File: src/rtl/div_pipe_param_pkg.sv
// Shared divider constants, stage record and stage-count helper.
package div_pipe_param_pkg;

   localparam int DIV_N_BITS = 32;
   localparam int DIV_BPS    = 4;
   localparam int DIV_TAG_W  = 4;

   function automatic int div_stages(input int n_bits, input int bps);
      return n_bits / bps;
   endfunction

   localparam int DIV_LAT = div_stages(DIV_N_BITS, DIV_BPS) + 2;

   typedef struct packed {
      logic                   valid;
      logic [DIV_N_BITS:0]    rem;
      logic [DIV_N_BITS-1:0]  quo;
      logic [DIV_N_BITS-1:0]  divisor;
      logic                   qsign;
      logic                   rsign;
      logic                   dbz;
      logic [DIV_N_BITS-1:0]  a_orig;
      logic [DIV_TAG_W-1:0]   tag;
   } div_stage_t;

endpackage

File: src/rtl/div_iter_stage.sv
// One iteration stage: BITS_PER_STAGE chained restoring steps plus its pipeline register.
module div_iter_stage
   import div_pipe_param_pkg::*;
#(
   parameter int N_BITS         = 32,
   parameter int BITS_PER_STAGE = 4,
   parameter int SIDE_W         = 1
) (
   input  logic                clk_i,
   input  logic                rst_i,
   input  logic                flush_i,
   input  logic                adv_i,
   input  logic                valid_i,
   input  logic [N_BITS:0]     rem_i,
   input  logic [N_BITS-1:0]   quo_i,
   input  logic [N_BITS-1:0]   div_i,
   input  logic [SIDE_W-1:0]   side_i,
   output logic                valid_o,
   output logic [N_BITS:0]     rem_o,
   output logic [N_BITS-1:0]   quo_o,
   output logic [N_BITS-1:0]   div_o,
   output logic [SIDE_W-1:0]   side_o
);

   logic                valid_q;
   logic [N_BITS:0]     rem_q, rem_d;
   logic [N_BITS-1:0]   quo_q, quo_d, div_q;
   logic [SIDE_W-1:0]   side_q;
   logic                unused_s;

   // The partial remainder stays below the divisor, so its carry bit is never shifted out.
   assign unused_s = rem_i[N_BITS];

   // quo carries the not-yet-consumed dividend bits in its top and collects quotient bits at the bottom
   always_comb begin
      rem_d = rem_i;
      quo_d = quo_i;
      for (int k = 0; k < BITS_PER_STAGE; k++) begin
         rem_d = {rem_d[N_BITS-1:0], quo_d[N_BITS-1]};
         quo_d = {quo_d[N_BITS-2:0], 1'b0};
         if (rem_d >= {1'b0, div_i}) begin
            rem_d    = rem_d - {1'b0, div_i};
            quo_d[0] = 1'b1;
         end else begin
            quo_d[0] = 1'b0;
         end
      end
   end

   always_ff @(posedge clk_i) begin
      if (rst_i || flush_i) begin
         valid_q <= 1'b0;
      end else if (adv_i) begin
         valid_q <= valid_i;
      end
   end

   always_ff @(posedge clk_i) begin
      if (adv_i) begin
         rem_q  <= rem_d;
         quo_q  <= quo_d;
         div_q  <= div_i;
         side_q <= side_i;
      end
   end

   assign valid_o = valid_q;
   assign rem_o   = rem_q;
   assign quo_o   = quo_q;
   assign div_o   = div_q;
   assign side_o  = side_q;

endmodule

File: src/rtl/div_pipe_param.sv
// Fully pipelined signed/unsigned divider: pre-stage, S iteration stages, sign-fixup stage.
module div_pipe_param
   import div_pipe_param_pkg::*;
#(
   parameter int N_BITS         = 32,
   parameter int BITS_PER_STAGE = 4,
   parameter int TAG_W          = 4
) (
   input  logic                clk_i,
   input  logic                rst_i,
   input  logic                flush_i,
   input  logic                in_valid_i,
   output logic                in_ready_o,
   input  logic [N_BITS-1:0]   a_i,
   input  logic [N_BITS-1:0]   b_i,
   input  logic                signed_i,
   input  logic [TAG_W-1:0]    tag_i,
   output logic                out_valid_o,
   input  logic                out_ready_i,
   output logic [N_BITS-1:0]   q_o,
   output logic [N_BITS-1:0]   r_o,
   output logic [TAG_W-1:0]    tag_o,
   output logic                dbz_o,
   output logic                busy_o
);

   localparam int S      = div_stages(N_BITS, BITS_PER_STAGE);
   localparam int SIDE_W = 3 + N_BITS + TAG_W;

   logic                      adv_s;
   logic                      a_neg_s, b_neg_s;
   logic                      p_valid_q;
   logic [N_BITS-1:0]         p_quo_q, p_div_q;
   logic [SIDE_W-1:0]         p_side_q;

   logic [S:0]                valid_s;
   logic [S:0][N_BITS:0]      rem_s;
   logic [S:0][N_BITS-1:0]    quo_s, div_s;
   logic [S:0][SIDE_W-1:0]    side_s;

   logic                      f_qsign_s, f_rsign_s, f_dbz_s;
   logic [N_BITS-1:0]         f_aorig_s;
   logic [TAG_W-1:0]          f_tag_s;
   logic [N_BITS-1:0]         q_d, r_d;
   logic                      out_valid_q, dbz_q;
   logic [N_BITS-1:0]         q_q, r_q;
   logic [TAG_W-1:0]          tag_q;
   logic                      unused_s;

   // A single advance strobe moves the whole pipe; bubbles travel with it.
   assign adv_s      = out_ready_i | ~out_valid_q;
   assign in_ready_o = adv_s;
   assign a_neg_s    = signed_i & a_i[N_BITS-1];
   assign b_neg_s    = signed_i & b_i[N_BITS-1];

   always_ff @(posedge clk_i) begin
      if (rst_i || flush_i) begin
         p_valid_q <= 1'b0;
      end else if (adv_s) begin
         p_valid_q <= in_valid_i;
      end
   end

   always_ff @(posedge clk_i) begin
      if (adv_s) begin
         p_quo_q  <= a_neg_s ? -a_i : a_i;
         p_div_q  <= b_neg_s ? -b_i : b_i;
         p_side_q <= {a_neg_s ^ b_neg_s, a_neg_s, (b_i == '0), a_i, tag_i};
      end
   end

   assign valid_s[0] = p_valid_q;
   assign rem_s[0]   = '0;
   assign quo_s[0]   = p_quo_q;
   assign div_s[0]   = p_div_q;
   assign side_s[0]  = p_side_q;

   for (genvar g = 0; g < S; g++) begin : g_iter
      div_iter_stage #(
         .N_BITS         (N_BITS),
         .BITS_PER_STAGE (BITS_PER_STAGE),
         .SIDE_W         (SIDE_W)
      ) u_stage (
         .clk_i   (clk_i),
         .rst_i   (rst_i),
         .flush_i (flush_i),
         .adv_i   (adv_s),
         .valid_i (valid_s[g]),
         .rem_i   (rem_s[g]),
         .quo_i   (quo_s[g]),
         .div_i   (div_s[g]),
         .side_i  (side_s[g]),
         .valid_o (valid_s[g+1]),
         .rem_o   (rem_s[g+1]),
         .quo_o   (quo_s[g+1]),
         .div_o   (div_s[g+1]),
         .side_o  (side_s[g+1])
      );
   end

   assign {f_qsign_s, f_rsign_s, f_dbz_s, f_aorig_s, f_tag_s} = side_s[S];
   assign unused_s = ^{rem_s[S][N_BITS], div_s[S]};

   // MIN / -1 lands here as |q| = MIN with qsign = 0, which is already the wrapped result
   always_comb begin
      q_d = quo_s[S];
      r_d = rem_s[S][N_BITS-1:0];
      if (f_dbz_s) begin
         q_d = '1;
         r_d = f_aorig_s;
      end else begin
         q_d = f_qsign_s ? -quo_s[S] : quo_s[S];
         r_d = f_rsign_s ? -rem_s[S][N_BITS-1:0] : rem_s[S][N_BITS-1:0];
      end
   end

   always_ff @(posedge clk_i) begin
      if (rst_i) begin
         out_valid_q <= 1'b0;
         q_q         <= '0;
         r_q         <= '0;
         tag_q       <= '0;
         dbz_q       <= 1'b0;
      end else begin
         if (flush_i) begin
            out_valid_q <= 1'b0;
         end else if (adv_s) begin
            out_valid_q <= valid_s[S];
         end
         if (adv_s) begin
            q_q   <= q_d;
            r_q   <= r_d;
            tag_q <= f_tag_s;
            dbz_q <= f_dbz_s;
         end
      end
   end

   assign out_valid_o = out_valid_q;
   assign q_o         = q_q;
   assign r_o         = r_q;
   assign tag_o       = tag_q;
   assign dbz_o       = dbz_q;
   assign busy_o      = (|valid_s) | out_valid_q;

endmodule
File: config.mk
export PLATFORM = sky130hd
export DESIGN_NAME = div_pipe_param
export DESIGN_NICKNAME = d
export VERILOG_FILES = /design/src/rtl/div_pipe_param_pkg.sv /design/src/rtl/div_iter_stage.sv /design/src/rtl/div_pipe_param.sv
export SDC_FILE = /design/constraint.sdc
export NUM_CORES = 2
export LEC_CHECK = 0
export CAP_MARGIN = 20
export CORE_MARGIN = 10
export CORE_UTILIZATION = 47
export DETAILED_ROUTE_END_ITERATION = 8
export GPL_ROUTABILITY_DRIVEN = 1
export PLACE_DENSITY = 0.74
export SETUP_SLACK_MARGIN = 0.4
export SLEW_MARGIN = 20
export SYNTH_ARGS = -nofsm -noshare
export SYNTH_HDL_FRONTEND = slang
export SYNTH_SLANG_ARGS = --single-unit
File: constraint.sdc
create_clock -name clk_i -period 52.5 [get_ports clk_i]
set_input_delay 7.875 -clock clk_i [delete_from_list [all_inputs] [get_ports clk_i]]
set_output_delay 7.875 -clock clk_i [all_outputs]
set_load 0.1 [all_outputs]
==> impl_metrics.json <==
{
  "run_status": "finished, final reports clean",
  "wl_mm": 294,
  "synth-seq-cells": 1222,
  "placed_cell_area_mm2": 0.104,
  "skew_ns": 0.0727,
  "fp.coreArea_mm2": 0.210,
  "hold_slack_ns": 0.396,
  "io_pins": 146,
  "reg2reg_from": "g_iter[0].u_stage.div_o[1]$_DFFE_PP_",
  "synth_edf_count": 1143,
  "synth_cells": 10300,
  "synth.distinct_cells": 108,
  "post_cts_buffers": 0,
  "syn_area_mm2": 0.0992,
  "synthArstFlopShare": 0,
  "hold_end": "g_iter[1].u_stage.side_o[30]$_DFFE_PP_",
  "holdCritPathClass": "reg2reg",
  "cts_resized": 0,
  "tightest_slew_ns": 1.19,
  "synth_area_leaders": "edfxtp_1 35%, ha_1 13%, xnor2_1 5.4%, mux2_2 5.3%, a21oi_1 5.0%",
  "die_area_mm2": 0.230,
  "drcViolationCount": 0,
  "synthAdderAreaFrac": 0.132,
  "grt_use_total": 0.244,
  "grt_pass1_wl_mm": 445,
  "regArea_mm2": 0.0359,
  "yosysTopAreaCell": "edfxtp_1",
  "r2r_setup_slack_ns": 36.18,
  "timing_hold_violations_final": 0,
  "rows": 168,
  "cts_root_buffer": "clkbuf_16",
  "slew_violations": 0,
  "overflow": 0,
  "io_buffers": 145,
  "fin_cells": 13400,
  "multi_input_area_mm2": 0.0602,
  "clkSinkCount": 1222,
  "grt_pass1_vias": 77200,
  "vias": 80900,
  "reg2regPathDepth": 53,
  "postRouteAntennaNets": 0,
  "initial_core_util": 0.473,
  "ys_top_cells_by_count": "1143 x edfxtp_1, 998 x ha_1, 990 x a21oi_1",
  "finalWeightedCongestion": 0.986,
  "synthSimpleGateAreaFrac": 0.125,
  "drv_cap": 0,
  "holdCritStartpoint": "g_iter[0].u_stage.side_o[30]$_DFFE_PP_",
  "cp_max_fo": 99,
  "postSynthAreaPerCell_um2": 9.61,
  "crit_type": "in2out",
  "antenna_found_initial": 15,
  "reg2reg_to": "g_iter[1].u_stage.rem_o[2]$_DFFE_PP_",
  "rsz0062_at_grt": "no",
  "setup_tns_ns": 0,
  "synth_mux_area_frac": 0.0638,
  "synth_top_family_by_area": "compound AO/OA/AOI/OAI gates",
  "fin_nets": 11500,
  "place_hpwl_mm": 234,
  "clock_path_buffers": 3,
  "seq_area_frac_synth": 0.362,
  "die_h_um": 479,
  "path_clk_slew_ns": 0.06,
  "drtIter0Drc": 7610,
  "die_width_um": 479,
  "fmaxAchievable_mhz": 57.2,
  "yosysWarnings": 0,
  "hold_buffers": 0,
  "cts-htree-levels": 4,
  "synth_ff_type": "edfxtp_1",
  "syn_nets": 11400,
  "clk_latency_ns": 0.83,
  "cts_tree": "built",
  "period_minus_slack_ns": 17.48,
  "nFillCells": 18900,
  "worstSetupStartpointType": "primary input",
  "viasPerCell": 6.06,
  "synth_xor_area_frac": 0.0826,
  "whs_path_depth": 0,
  "tritoncts.num_buffers": 135,
  "wl_per_cell_um": 22.0,
  "grt_max_degree": 186,
  "min_period_over_period": 0.333,
  "postLayoutCellArea_mm2": 0.108,
  "syn_to_final_growth_pct": 9.21,
  "synth-compound-area-share": 0.201,
  "setup_violations": 0,
  "final_layout_size_suffix_gt1_frac": 0.0826,
  "synthDominantCellAreaShare": 0.346,
  "dp.cells": 13100,
  "crit_required_ns": 44.62,
  "yosysMostFrequentCell": "edfxtp_1",
  "end_kind": "output pin",
  "drt_pass1_iterations": 8,
  "cp.arrival_ns": 9.60,
  "max_slew_margin": 0.199
}
==> layer usage <==
metal  routed length, µm  GRT usage
met5                  13          0
met4               16400      0.122
met3               18000     0.0327
met2              136000      0.399
met1              124000      0.316
==> through the flow <==
stage	setup WS, ns	util
floorplan	4.87	-
global placement	35.01	0.495
detailed placement	34.99	0.495
CTS	34.98	0.516
global route	34.93	0.516
finish	35.02	0.517
==> flip-flops by register name, indices dropped and copies added, names as in the netlist <==
register and cells:
r_o 32, p_side_q 38, p_valid_q 1, g_iter.u_stage.quo_o 249
q_o 32, p_quo_q 32, dbz_o 1, p_div_q 32
g_iter.u_stage.div_o 224, g_iter.u_stage.side_o 312, out_valid_o 1, tag_o 4
g_iter.u_stage.valid_o 8, g_iter.u_stage.rem_o 256
==> critical path, stage by stage <==
cell             delay, ns
clkdlybuf4s50_1       0.50
nor2b_4               0.07
inv_8                 0.48
buf_2                 0.58
==> cell usage in the layout, fill, tap and decap left out, types with 136 or more instances in the layout <==
cell type	instances
o21a_1	159
clkdlybuf4s50_1	142
nand2_1	772
ha_1	998
clkbuf_16	136
xnor2_1	612
xor2_1	324
mux2_2	468
edfxtp_1	1143
o21ai_0	642
inv_1	605
nor2_1	673
nor3_1	176
nand3_1	172
a21oi_1	989
a21o_1	448
o21bai_1	136
nor2b_1	143
==> logic make-up after synthesis <==
logic type	after synthesis
flip-flops	1222
AO/OA/AOI/OAI	3129
XOR/XNOR	936
multiplexers	565
buffers and inverters	840
adder cells (fa/ha/maj)	1029
AND/OR/NAND/NOR	2604
==> worst max-delay path by stage <==
| stage | startpoint | end | slack [ns] | cells after the start |
|---|---|---|---|---|
| 2_1_floorplan | out_ready_i | in_ready_o | 4.87 | 3 |
| 3_3_place_gp | out_ready_i | in_ready_o | 35.01 | 4 |
| 3_5_place_dp | out_ready_i | in_ready_o | 34.99 | 4 |
| 4_1_cts | out_ready_i | in_ready_o | 34.98 | 4 |
| 5_1_grt | out_ready_i | in_ready_o | 34.93 | 4 |
| 6_report | out_ready_i | in_ready_o | 35.02 | 4 |
==> cell type report <==
class | count | share of cell area
multi-input cells | 8263 | 0.556
well taps | 2805 | 0.0324
clock buffers | 170 | 0.0331
flip-flops and latches | 1222 | 0.331
clock inverters | 71 | 0.00831
diodes | 14 | 0.000323
inverters | 617 | 0.0214
repair buffers | 200 | 0.0175
Power is left out: the tool's default activity adds up to more than one toggle a clock period on the data nets, which glitch-free logic cannot reach.
